--- src/rtl/fifo_read_ctrl_if.sv ---
// Read-side bundle between the pixel FIFO read controller, the FIFO memory,
// the write-domain pointer and the VGA pixel consumer.
interface fifo_read_ctrl_if #(
    parameter int DATA_WIDTH = 4,
    parameter int PTR_WIDTH  = 9,
    parameter int CNT_WIDTH  = 16
);
    logic [PTR_WIDTH:0]    g_wptr;
    logic [DATA_WIDTH-1:0] mem_data;
    logic [PTR_WIDTH:0]    b_rptr;
    logic [PTR_WIDTH:0]    g_rptr;
    logic                  empty;
    logic [PTR_WIDTH:0]    rd_level;
    logic [DATA_WIDTH-1:0] pix_data;
    logic                  pix_valid;
    logic                  pix_ready;
    logic                  flush;
    logic [CNT_WIDTH-1:0]  underflow_cnt;

    // The controller side.
    modport master (
        input  g_wptr, mem_data, pix_ready, flush,
        output b_rptr, g_rptr, empty, rd_level, pix_data, pix_valid, underflow_cnt
    );

    // Memory, write-pointer source and pixel consumer side.
    modport slave (
        output g_wptr, mem_data, pix_ready, flush,
        input  b_rptr, g_rptr, empty, rd_level, pix_data, pix_valid, underflow_cnt
    );
endinterface

--- src/rtl/fifo_read_ctrl.sv ---
// Read-domain controller of the camera-to-VGA pixel FIFO: pointer sync,
// empty/level, one-entry valid/ready output register, underflow count, flush.
module fifo_read_ctrl #(
    parameter int DATA_WIDTH = 4,
    parameter int PTR_WIDTH  = 9,
    parameter int CNT_WIDTH  = 16
) (
    input  logic             rclk,
    input  logic             rst,
    fifo_read_ctrl_if.master bus
);
    typedef logic [PTR_WIDTH:0]    ptr_t;
    typedef logic [CNT_WIDTH-1:0]  cnt_t;
    typedef logic [DATA_WIDTH-1:0] data_t;

    function automatic ptr_t bin2gray(input ptr_t b);
        return b ^ (b >> 1);
    endfunction

    function automatic ptr_t gray2bin(input ptr_t g);
        ptr_t b;
        b[PTR_WIDTH] = g[PTR_WIDTH];
        for (int i = PTR_WIDTH - 1; i >= 0; i--) begin
            b[i] = b[i+1] ^ g[i];
        end
        return b;
    endfunction

    ptr_t  wq1, wq2, wbin;
    ptr_t  b_rptr, g_rptr, b_rptr_nxt;
    data_t pix_data;
    logic  pix_valid;
    cnt_t  underflow_cnt;
    logic  empty, load, xfer, underflow;

    // Plain two-flop synchronizer; nothing may sit between the stages.
    // NOTE: sequential state uses non-blocking assignments so every flop
    // samples the pre-edge value, which is what makes wq2 lag wq1 by a cycle.
    always_ff @(posedge rclk or posedge rst) begin
        if (rst) begin
            wq1 <= '0;
            wq2 <= '0;
        end else begin
            wq1 <= bus.g_wptr;
            wq2 <= wq1;
        end
    end

    always_comb begin
        wbin       = gray2bin(wq2);
        b_rptr_nxt = b_rptr + ptr_t'(1);
    end

    assign empty     = (g_rptr == wq2);
    assign xfer      = pix_valid && bus.pix_ready;
    assign load      = !empty && (!pix_valid || bus.pix_ready) && !bus.flush;
    assign underflow = bus.pix_ready && !pix_valid;

    // Flush outranks load and transfer; g_rptr is always a flop output so the
    // write domain never sees a combinational glitch.
    always_ff @(posedge rclk or posedge rst) begin
        if (rst) begin
            b_rptr    <= '0;
            g_rptr    <= '0;
            pix_data  <= '0;
            pix_valid <= 1'b0;
        end else if (bus.flush) begin
            pix_valid <= 1'b0;
            b_rptr    <= wbin;
            g_rptr    <= wq2;
        end else if (load) begin
            pix_data  <= bus.mem_data;
            pix_valid <= 1'b1;
            b_rptr    <= b_rptr_nxt;
            g_rptr    <= bin2gray(b_rptr_nxt);
        end else if (xfer) begin
            pix_valid <= 1'b0;
        end
    end

    // Saturating; survives flush, cleared only by reset.
    always_ff @(posedge rclk or posedge rst) begin
        if (rst) begin
            underflow_cnt <= '0;
        end else if (underflow && (underflow_cnt != '1)) begin
            underflow_cnt <= underflow_cnt + cnt_t'(1);
        end
    end

    assign bus.b_rptr        = b_rptr;
    assign bus.g_rptr        = g_rptr;
    assign bus.empty         = empty;
    assign bus.rd_level      = wbin - b_rptr;
    assign bus.pix_data      = pix_data;
    assign bus.pix_valid     = pix_valid;
    assign bus.underflow_cnt = underflow_cnt;
endmodule

--- src/flat_wrapper.sv ---
// flat-port wrapper written by rule: the top's interface ports become plain ports
module fifo_read_ctrl_flat 
#(
    parameter int DATA_WIDTH = 4,
    parameter int PTR_WIDTH  = 9,
    parameter int CNT_WIDTH  = 16
)
  (rclk, rst, bus_g_wptr, bus_mem_data, bus_pix_ready, bus_flush, bus_b_rptr, bus_g_rptr, bus_empty, bus_rd_level, bus_pix_data, bus_pix_valid, bus_underflow_cnt);
  fifo_read_ctrl_if #(.DATA_WIDTH(DATA_WIDTH), .PTR_WIDTH(PTR_WIDTH), .CNT_WIDTH(CNT_WIDTH)) bus_i ();
  input  logic rclk;
  input  logic rst;
  input wire logic [$bits(bus_i.g_wptr)-1:0] bus_g_wptr;
  input wire logic [$bits(bus_i.mem_data)-1:0] bus_mem_data;
  input wire logic [$bits(bus_i.pix_ready)-1:0] bus_pix_ready;
  input wire logic [$bits(bus_i.flush)-1:0] bus_flush;
  output wire logic [$bits(bus_i.b_rptr)-1:0] bus_b_rptr;
  output wire logic [$bits(bus_i.g_rptr)-1:0] bus_g_rptr;
  output wire logic [$bits(bus_i.empty)-1:0] bus_empty;
  output wire logic [$bits(bus_i.rd_level)-1:0] bus_rd_level;
  output wire logic [$bits(bus_i.pix_data)-1:0] bus_pix_data;
  output wire logic [$bits(bus_i.pix_valid)-1:0] bus_pix_valid;
  output wire logic [$bits(bus_i.underflow_cnt)-1:0] bus_underflow_cnt;
  assign bus_i.g_wptr = bus_g_wptr;
  assign bus_i.mem_data = bus_mem_data;
  assign bus_i.pix_ready = bus_pix_ready;
  assign bus_i.flush = bus_flush;
  assign bus_b_rptr = bus_i.b_rptr;
  assign bus_g_rptr = bus_i.g_rptr;
  assign bus_empty = bus_i.empty;
  assign bus_rd_level = bus_i.rd_level;
  assign bus_pix_data = bus_i.pix_data;
  assign bus_pix_valid = bus_i.pix_valid;
  assign bus_underflow_cnt = bus_i.underflow_cnt;
  fifo_read_ctrl #(.DATA_WIDTH(DATA_WIDTH), .PTR_WIDTH(PTR_WIDTH), .CNT_WIDTH(CNT_WIDTH)) u_core (.rclk(rclk), .rst(rst), .bus(bus_i));
endmodule
--- config.mk ---
export PLATFORM = sky130hd
export DESIGN_NAME = fifo_read_ctrl_flat
export DESIGN_NICKNAME = d
export VERILOG_FILES = /design/src/rtl/fifo_read_ctrl_if.sv /design/src/rtl/fifo_read_ctrl.sv /design/src/flat_wrapper.sv
export SDC_FILE = /design/constraint.sdc
export NUM_CORES = 1
export LEC_CHECK = 0
export CORE_MARGIN = 3
export CORE_UTILIZATION = 30
export DETAILED_ROUTE_END_ITERATION = 12
export GPL_ROUTABILITY_DRIVEN = 0
export PLACE_DENSITY = 0.65
export SLEW_MARGIN = 15
export SYNTH_ARGS = -nofsm -noshare
export SYNTH_HDL_FRONTEND = slang
export SYNTH_SLANG_ARGS = --single-unit
--- constraint.sdc ---
create_clock -name rclk -period 3.7 [get_ports rclk]
set_input_delay 0.74 -clock rclk [delete_from_list [all_inputs] [get_ports rclk]]
set_output_delay 0.74 -clock rclk [all_outputs]
set_load 0.02 [all_outputs]
After elaboration in Yosys (flattened, before gate mapping)
Cells that the tools add are included.

Register bits after elaboration: 61. Latch bits: 0. RAM bits: 0. ROM bits: 0. Input bits: 18. Output and inout bits: 52. Word-level logic and storage cells: 42. Memories kept: 0.

Add/sub/neg operators: 3. $mul: 0. Divide/modulo/power cells: 0. $lt $le $gt $ge: 0. Eq/ne operators: 2. Shift operators: 0. Mux-type cells: 7. Bitwise operators: 11. Reduce and logical (&&, ||, !) cells: 12.

Operator list (number): 2-to-1 mux 10 bit (4); adder 16 x 1 -> 16 bit, second input constant (1); != test 16 bit, second input constant (1); adder 10 x 1 -> 10 bit, second input constant (1); == test 10 bit (1); subtractor 10 bit (1); XOR 10 x 9 -> 10 bit (1); XOR 1 bit (9); logical AND 1 bit (5); logical NOT 1 bit (3); 2-to-1 mux 1 bit (3); nonzero test 3 bit (1); AND reduction 2 bit (1); nonzero test 2 bit (1); logical OR 1 bit (1); inverter 1 bit (1).

Longest topological paths before layout
Gate-level depths: netlist (run 1).

Word-level depth: 10. Mapped depth: 13. Depth with buffers taken out: 13.

Least setup slack after synthesis (run 1)
Ideal clock, no wire load.

Path type: register to output. Start: register u_core.wq2[6]. End: output bus_rd_level[8]. Arrival time: 3.396 ns. Required time: 2.960 ns. Path slack: -0.436 ns. Cell stages (with the launch flop): 14. Buffers on the path: 0. Cells stage by stage: dfrtp_1 > xnor3_1 > xnor3_2 > xnor3_2 > xor2_4 > xor2_2 > ha_1 > fa_1 > nor2b_1 > o21ai_0 > a21boi_0 > o21ai_0 > a21oi_1 > xor2_1.

Word-level cells in the longest chain between the ends: 8.

RTL lines: start: declaration (line fifo_read_ctrl.sv:29) `ptr_t wq1, wq2, wbin;`; start signal: assignment (line fifo_read_ctrl.sv:45) `wq2 <= wq1;`; XOR 1 bit (*) (line fifo_read_ctrl.sv:24) `b[i] = b[i+1] ^ g[i];`; XOR 1 bit (6 in a row) (line fifo_read_ctrl.sv:24); subtractor 10 bit (*) (line fifo_read_ctrl.sv:93) `assign bus.rd_level = wbin - b_rptr;`; end: declaration (line flat_wrapper.sv:19) `output wire logic [$bits(bus_i.rd_level)-1:0] bus_rd_level;`.

Mark *: on every way between the ends. The rest lies on a longest branch, timed or not.

Final worst setup path (run 1)
Start: register u_core.wq2[4]. End: output bus_rd_level[8].

Word-level cells in the longest chain between the ends: 6.

RTL lines (line): XOR 1 bit (*) (fifo_read_ctrl.sv:24); XOR 1 bit (4 in a row) (fifo_read_ctrl.sv:24); subtractor 10 bit (*) (fifo_read_ctrl.sv:93).

Marks and branches as above.

==> impl_metrics.toml, run 1 <==
[outcome]
status = "finished, violations left"
violations = "negative setup slack"

[finish]
layout-drive-gt1-share = 0.2178
n_fill_cell = 1002
synthToLayoutAreaGrowth_pct = 39.74
final_nets = 452
diodes = 0
postLayoutCoreUtil = 0.4412

[synth]
syn_nets = 349
synthMuxAreaShare = 0.05346
synth_top_area_frac = 0.4486
ys.flop_type = "dfrtp_1"
synth-async-reset-ratio = 1.000
yosysMostFrequentCell = "dfrtp_1"
syn_area_mm2 = 0.003347
synthTopCellsByArea = "dfrtp_1, xnor2_1, xor2_1"
synth_seq_cells = 60
synth_top_family_by_area = "XOR/XNOR gates"
synth_compound_area_frac = 0.07664
synth-edff-count = 0
synth_fa_ha_area_frac = 0.04710
synthCells = 319
synth-xor-area-share = 0.2011
ys_warn_count = 0
synth-simple-area-share = 0.1331
synth.largest_area_cell = "dfrtp_1"
ys_seq_area_frac = 0.4486
netlist-cell-type-count = 43
netlist_top_cells_count = "dfrtp_1, xnor2_1, nand2_1"
syn_avg_cell_area_um2 = 10.49

[floorplanning]
fp.dieW_um = 111.6
dieArea_mm2 = 0.01246
core-area_mm2 = 0.01060
die_h_um = 111.6
row_count = 37
num_io_pins = 70
start_util = 0.3157

[sta]
hold_violations = 0
grt_setup_unrepaired = "true"
tightest_slew_ps = 710.8
slew_headroom = 0.5225
period_share = 1.140
fmax_ghz = 0.2370
skew_ps = 6.535
worst_slack_ps = -518.8
period_minus_slack_ps = 4219
fin_setup_tns_ps = -2595
finalSetupViolations = 8
slew_viol_final = 0

[worst_setup_path]
r2r-start = "u_core.wq2[9]$_DFF_PP0_"
rr_endpoint = "u_core.bus.b_rptr[1]$_DFFE_PP0P_"
crit_required_ps = 2960
crit_path_max_fanout = 2
r2r_setup_slack_ps = 990
critPathCaptureType = "output port"
cp-start-kind = "flip-flop"
path_class = "reg -> out"
arrival_ps = 3480
reg2reg_depth = 8

[drt]
drc = 0
wl_per_cell_um = 13.73
drt_iter0_drc = 100
postRouteWirelength_um = 7728
via_count = 2635
dr.pass1.iters = 4
viasPerCell = 4.680
ant_nets = 0

[clocking]
insertion_delay_ps = 340
clock_path_buffers = 2
cts_buffers = 9
clkTransAtPathRegs_ps = 70
cts_tree = "done"
h-tree-depth = 3
root_buffer = "clkbuf_8"
clock_sinks = 60

[power]
power.density_mw_per_mm2 = 757.9
max-vdd-ir-drop_uv = 602.9
p_leak_uw = 0.002030

[placed_design]
dpl.hpwl_um = 5854
io_buffer_count = 69
place_ws_ps = -823.5

[global_routing]
grt_max_degree = 33
grtUsageTotal = 0.1302
grt_pass1_vias = 2708
gr-total-overflow = 0
grt_pass1_wl_um = 13300
antenna_found_initial = 0

[worst_hold_path]
hp-start = "u_core.wq1[5]$_DFF_PP0_"
hold_depth = 0
holdPathEnd = "u_core.wq2[5]$_DFF_PP0_"
worstHoldPathType = "reg -> reg"

[flow_run]
drv_cap = 0
## metal layers
metal | GRT usage | up-vias | share of wire
met2 | 0.1906 | 83 | 0.44
li1 | - | 1292 | -
met5 | 0 | - | 0
met4 | 0.05596 | 0 | 0.017
met1 | 0.1753 | 1244 | 0.46
met3 | 0.04402 | 16 | 0.085
## report_power, final
part           switching, uW  leakage, uW  internal (uW)  total [uW]
Sequential               139     0.000732            769         908
Clock                    268    0.0000983            328         595
Combinational           1010      0.00120           1030        2040
Total                   1420      0.00203           2120        3540
## layout by cell type, fill, tap and decap left out, types with 7 or more instances in the layout
cell type / instances
nor2_1: 11
nor3_1: 7
clkdlybuf4s50_1: 59
mux2_2: 7
nand3_1: 14
nand2_1: 33
ha_1: 9
buf_4: 39
dfrtp_1: 60
o21ai_1: 14
xor2_1: 17
nand4_1: 7
clkbuf_8: 10
xnor2_1: 42
inv_1: 12
mux2i_1: 10
## repair_timing
item / in CTS / in global routing
cloned: 0 / 0
endpoints found under the hold margin: 0 / 0
resized for setup: 58 / 13
pin swaps: 11 / 10
hold buffers: 0 / 0
setup buffers: 2 / 4
setup endpoints to repair: 10 / 9
## cell type report
class | count | area [um^2] | area share
multi-input combinational | 230 | 1789 | 0.3826
sequential | 60 | 1501 | 0.3210
timing repair buffer | 104 | 948.4 | 0.2028
tap | 136 | 170.2 | 0.03638
clock buffer | 10 | 137.6 | 0.02943
inverter | 17 | 66.31 | 0.01418
clock inverter | 6 | 63.81 | 0.01364
## worst max-delay path by stage
stage	from	endpoint	slack, ps	cells after the start
2_1_floorplan	u_core.wq2[5]$_DFF_PP0_	bus_rd_level[8]	-310	13
3_3_place_gp	u_core.wq2[4]$_DFF_PP0_	bus_rd_level[8]	-740	14
3_5_place_dp	u_core.wq2[4]$_DFF_PP0_	bus_rd_level[8]	-820	14
4_1_cts	u_core.wq2[6]$_DFF_PP0_	bus_rd_level[8]	-590	14
5_1_grt	u_core.wq2[4]$_DFF_PP0_	bus_rd_level[8]	-720	14
6_report	u_core.wq2[4]$_DFF_PP0_	bus_rd_level[8]	-520	14
## stage by stage
stage / cell area, um^2 / hold slack [ps] / power [uW] / instances
after floorplan: 3371 / 331.2 / 2036 / 319
after global placement: 4387 / 332.6 / 2826 / 542
after global routing: 4677 / 357.1 / 3803 / 563
after CTS: 4617 / 348.0 / 3474 / 560
after detailed placement: 4387 / 334.7 / 2848 / 542
final: 4677 / 349.3 / 3545 / 563
## state kept, by name, indices dropped and copies added (netlist names)
signal and count:
u_core.bus.underflow_cnt 16, u_core.wq1 10, u_core.bus.b_rptr 9, u_core.bus.g_rptr 10, u_core.bus.pix_data 4, u_core.bus.pix_valid 1
u_core.wq2 10
## critical path: stages (launching register included)
cell	delay (ps)
dfrtp_1	380
xnor3_1	370
xnor3_2	260
xnor3_2	290
xor2_4	190
xor2_2	160
ha_2	210
fa_2	360
nor2b_2	120
o21ai_2	70
a21boi_2	170
o21ai_2	80
a21oi_2	180
xor2_2	140
buf_4	150
## cell families after synthesis
| logic type | after synthesis |
|---|---|
| buffers and inverters | 29 |
| xor gates and xnor gates | 68 |
| AOI/OAI and AO/OA | 42 |
| muxes | 17 |
| and+or+nand+nor | 91 |
| adders and majority gates | 12 |
| DFF | 60 |
No activity file was read; power rests on OpenSTA's default activity.
==> run 2: changes to the inputs <==
- CORE_ASPECT_RATIO: unset -> 0.6
==> run 2 against run 1 <==
The run still ends with negative setup slack left. Final cell count is 1.4% higher. Combinational power is 2% higher. Critical path depth stayed put. Sequential share of layout area is 0.67 points lower. Sequential power is 1% higher. Setup slack worse by 25 ps. Via count is 1.1% higher. Die area is 0.33% higher. Largest cell class unchanged.
==> impl_metrics.toml, run 2 (synthesis results as in run 1) <==
[outcome]
status = "finished, violations left"
violations = "negative setup slack"

[finish]
layout-drive-gt1-share = 0.2199
synthToLayoutAreaGrowth_pct = 42.73
layout_common_cells = "dfrtp_1, clkdlybuf4s50_1, buf_4"
multi_input_area_mm2 = 0.001778
final_area_mm2 = 0.004777
largest_register_ffs = 16
n_fill_cell = 988
ff_latch_area_mm2 = 0.001501
layout_commonest_cell = "dfrtp_1"
postLayoutCoreUtil = 0.4463
diodes = 0
final_nets = 457
regMostFlops = "u_core.bus.underflow_cnt"

[clocking]
insertion_delay_ps = 330
h-tree-depth = 3
clock_path_buffers = 2
root_buffer = "clkbuf_16"
clkTransAtPathRegs_ps = 50
cts_buffers = 9
hold_buffers = 0
cts_tree = "done"
clock_sinks = 60

[floorplanning]
start_util = 0.3127
core-area_mm2 = 0.01070
dieArea_mm2 = 0.01250
num_io_pins = 70
die_h_um = 87.82
row_count = 29
fp.dieW_um = 142.4

[sta]
period_share = 1.147
slew_viol_final = 0
worst_slack_ps = -544.3
fmax_ghz = 0.2356
hold_violations = 0
skew_ps = 3.570
slew_headroom = 0.5388
fin_setup_tns_ps = -2945
tightest_slew_ps = 690.9
grt_setup_unrepaired = "true"
period_minus_slack_ps = 4244
finalSetupViolations = 8

[drt]
wl_per_cell_um = 14.66
dr.pass1.iters = 4
ant_nets = 0
viasPerCell = 4.665
postRouteWirelength_um = 8372
drc = 0
drt_iter0_drc = 129
via_count = 2664

[global_routing]
grt_pass1_wl_um = 14260
grtUsageTotal = 0.1458
gr-total-overflow = 0
antenna_found_initial = 0
grt_pass1_vias = 2879
grt_max_degree = 33

[worst_setup_path]
slowest_stage = "dfrtp_1"
path_buf_inv = 1
crit_path_max_fanout = 2
crit_required_ps = 2960
path_class = "reg -> out"
cp_cell_sequence = "xnor3_1 > xnor3_2 > xnor3_2 > xor2_4 > xor2_2 > ha_2 > fa_2 > nor2b_2 > o21ai_2 > a21boi_2 > o21ai_2 > a21oi_2 > xor2_2 > buf_6"
critPathCaptureType = "output port"
cp-start-kind = "flip-flop"
critPathMaxStageDelay_ps = 380
crit_family = "XOR/XNOR gates"
arrival_ps = 3500

[flow_run]
drv_cap = 0

[power]
max-vdd-ir-drop_uv = 350.6
p_leak_uw = 0.002091
power.density_mw_per_mm2 = 784.9

[placed_design]
dpl.hpwl_um = 6395
io_buffer_count = 69
placed_area_mm2 = 0.004413

[worst_hold_path]
worstHoldPathType = "reg -> reg"
-- run 2: final timing paths --
check	start	end	slack (ps)	cells past startpoint
hold reg to reg	u_core.wq1[7]$_DFF_PP0_	u_core.wq2[7]$_DFF_PP0_	340	0
max in group asynchronous	rst	u_core.wq2[9]$_DFF_PP0_	2390	3
hold / removal	u_core.wq1[7]$_DFF_PP0_	u_core.wq2[7]$_DFF_PP0_	340	0
setup / recovery	u_core.wq2[6]$_DFF_PP0_	bus_rd_level[8]	-540	14
setup reg to reg	u_core.wq2[9]$_DFF_PP0_	u_core.bus.b_rptr[1]$_DFFE_PP0P_	930	8
min in group asynchronous	rst	u_core.wq1[2]$_DFF_PP0_	640	2
-- run 2: cell type report --
type | count | share of cell area
multi-input combinational | 230 | 0.3722
sequential | 60 | 0.3143
timing repair buffer | 109 | 0.2072
clock buffer | 11 | 0.05081
tap | 139 | 0.03641
inverter | 17 | 0.01336
clock inverter | 5 | 0.005762
-- run 2: metal layers --
metal / up-vias / share of wire / global-route usage
li1: 1297 / - / -
met1: 1273 / 0.49 / 0.1956
met2: 82 / 0.41 / 0.2169
met3: 12 / 0.082 / 0.05619
met4: 0 / 0.013 / 0.05091
met5: - / 0 / 0
-- run 2: what timing repair did --
item | 4_1_cts | 5_1_grt
setup buffers | 6 | 3
pin swaps | 9 | 2
gates resized for setup | 62 | 7
endpoints found under the setup margin | 10 | 9
gates cloned | 0 | 0
-- run 2: report_power, final --
part | leakage, uW | switching (uW) | total (uW) | internal, uW
combinational | 0.00122 | 1030 | 2080 | 1050
clock | 0.000135 | 288 | 754 | 465
sequential | 0.000732 | 146 | 917 | 771
total | 0.00209 | 1460 | 3750 | 2290
-- run 2: per-stage QoR --
| stage | cells | total power (uW) | hold slack, ps | worst slack (ps) |
|---|---|---|---|---|
| finish | 571 | 3750 | 343.7 | -544.3 |
| global route | 571 | 4021 | 353.5 | -748.3 |
| CTS | 569 | 3719 | 347.7 | -585.9 |
| detailed placement | 548 | 2878 | 335.8 | -901.5 |
| global placement | 548 | 2848 | 334.4 | -816.8 |
| floorplan | 319 | 2036 | 331.2 | -312.9 |
==> run 3: changes to the inputs <==
- CORE_UTILIZATION: 30 -> 35
- PLACE_DENSITY: 0.65 -> 0.72
==> run 3 against run 2 <==
The flow still finishes with violations (negative setup slack). Design area shrank 0.84%. Register-to-register slack got worse by 140 ps. Clock skew grew 3.5 ps. Wire length decreased by 3.4%. Hold slack improved by 0.98 ps. Fmax grew 0.63%. Critical endpoint unchanged.
==> impl_metrics.toml, run 3 (synthesis results as in run 1) <==
[sta]
period_minus_slack_ps = 4218
slew_headroom = 0.2724
slew_viol_final = 0
finalSetupViolations = 8
fmax_ghz = 0.2371
worst_slack_ps = -517.8
period_share = 1.140
skew_ps = 7.033
tightest_slew_ps = 1090
hold_violations = 0
grt_setup_unrepaired = "true"

[drt]
drt_iter0_drc = 169
dr.pass1.iters = 4
ant_nets = 0
drc = 0
wl_per_cell_um = 14.65
viasPerCell = 4.793
via_count = 2646
postRouteWirelength_um = 8086

[finish]
final_area_mm2 = 0.004737
regMostFlops = "u_core.bus.underflow_cnt"
final_nets = 451
layout-drive-gt1-share = 0.2113
synthToLayoutAreaGrowth_pct = 41.53
diodes = 0
layout_common_cells = "dfrtp_1, clkdlybuf4s50_1, xnor2_1"
largest_register_ffs = 16
postLayoutCoreUtil = 0.5334
layout_commonest_cell = "dfrtp_1"

[worst_setup_path]
cp_cell_sequence = "xor2_2 > xnor3_2 > xnor3_2 > xor2_4 > xor2_2 > ha_2 > fa_2 > nor2b_2 > o21ai_2 > a21boi_2 > o21ai_2 > a21oi_2 > xor2_2 > buf_6"
path_class = "reg -> out"
crit_family = "XOR/XNOR gates"
path_buf_inv = 1
reg2reg_depth = 7
r2r-start = "u_core.wq2[9]$_DFF_PP0_"
r2r_setup_slack_ps = 790
critPathCaptureType = "output port"
arrival_ps = 3480
crit_required_ps = 2960
critPathMostFrequentCell = "xor2_2"
rr_endpoint = "u_core.bus.g_rptr[9]$_DFFE_PP0P_"
crit_path_max_fanout = 2
critPathMaxStageDelay_ps = 410
slowest_stage = "dfrtp_1"
cp-start-kind = "flip-flop"

[clocking]
insertion_delay_ps = 330
hold_buffers = 0
clock_path_buffers = 2
cts_buffers = 9
cts_tree = "done"
clock_sinks = 60
root_buffer = "clkbuf_16"
h-tree-depth = 3
clkTransAtPathRegs_ps = 50

[floorplanning]
core-area_mm2 = 0.008881
num_io_pins = 70
start_util = 0.3769
die_h_um = 81.75
row_count = 26
fp.dieW_um = 132.2
dieArea_mm2 = 0.01081

[global_routing]
gr-total-overflow = 0
grt_pass1_vias = 2502
antenna_found_initial = 0
grt_max_degree = 61
grt_pass1_wl_um = 12940
grtUsageTotal = 0.1531

[outcome]
status = "finished, violations left"
violations = "negative setup slack"

[worst_hold_path]
worstHoldPathType = "reg -> reg"
hp-start = "u_core.wq1[4]$_DFF_PP0_"
holdPathEnd = "u_core.wq2[4]$_DFF_PP0_"
hold_depth = 0

[power]
power.density_mw_per_mm2 = 797.3
seqPwrFrac = 0.239
p_int_uw = 2316
clockPowerShare = 0.218
power_frac_comb = 0.543
max-vdd-ir-drop_uv = 392.9
p_leak_uw = 0.002068
p_sw_uw = 1461
p_total_uw = 3777
swShare = 0.3869

[placed_design]
io_buffer_count = 69
placed_area_mm2 = 0.004367
dpl.hpwl_um = 5999

[flow_run]
drv_cap = 0
run 3: cell types whose count changed in the layout (fill, tap and decap cells not counted), sizes merged:
cell      previous run  this run
buf                 49        43
clkinv               6         4
bufinv               0         1
clkbuf              11        10
clkinvlp             1         2
inv                 15        16
run 3: layer usage:
layer | share of wire | track usage | vias to the layer above | routed length (um)
li1 | - | - | 1291 | -
met1 | 0.51 | 0.2178 | 1273 | 4127
met2 | 0.40 | 0.2163 | 71 | 3270
met3 | 0.073 | 0.05386 | 11 | 593
met4 | 0.012 | 0.05290 | 0 | 95
met5 | 0 | 0 | - | 0
run 3: final cells by class:
class                   count  area [um^2]
clock buffers              10        229.0
multi-input cells         230         1780
well taps                 126        157.7
repair buffers            103        940.9
flip-flops and latches     60         1501
inverters                  17        63.81
clock inverters             6        63.81
fillers                   780         4144
run 3: power by group through the flow:
stage | clock, uW | combinational (uW) | sequential [uW]
finish | 824 | 2050 | 903
floorplan | 0 | 1020 | 1020
CTS | 839 | 1960 | 903
detailed placement | 0 | 1930 | 913
global placement | 0 | 1910 | 904
global route | 871 | 2230 | 922
run 3: how the worst max path moves through the flow:
stage	startpoint	end	slack, ps	cells past startpoint
after floorplan	u_core.wq2[5]$_DFF_PP0_	bus_rd_level[8]	-310	13
after global placement	u_core.wq2[4]$_DFF_PP0_	bus_rd_level[8]	-790	14
after detailed placement	u_core.wq2[4]$_DFF_PP0_	bus_rd_level[8]	-860	14
after CTS	u_core.wq2[8]$_DFF_PP0_	bus_rd_level[8]	-620	14
after global routing	u_core.wq2[9]$_DFF_PP0_	bus_rd_level[8]	-710	14
final	u_core.wq2[9]$_DFF_PP0_	bus_rd_level[8]	-520	14
run 3: through the flow:
step           std cells  setup TNS [ps]  setup WS, ps  hold WS (ps)
5_1_grt              552           -3955        -708.5         357.9
3_5_place_dp         531           -4855        -864.6         334.7
3_3_place_gp         531           -4300        -789.5         334.5
2_1_floorplan        319          -700.8        -312.9         331.2
6_report             552           -2572        -517.8         344.7
4_1_cts              551           -2842        -623.9         345.5
run 3: what timing repair did:
item / CTS / global route
pin swaps: 8 / 8
endpoints found under the setup margin: 10 / 9
gates resized for setup: 57 / 13
buffers inserted: 4 / 2
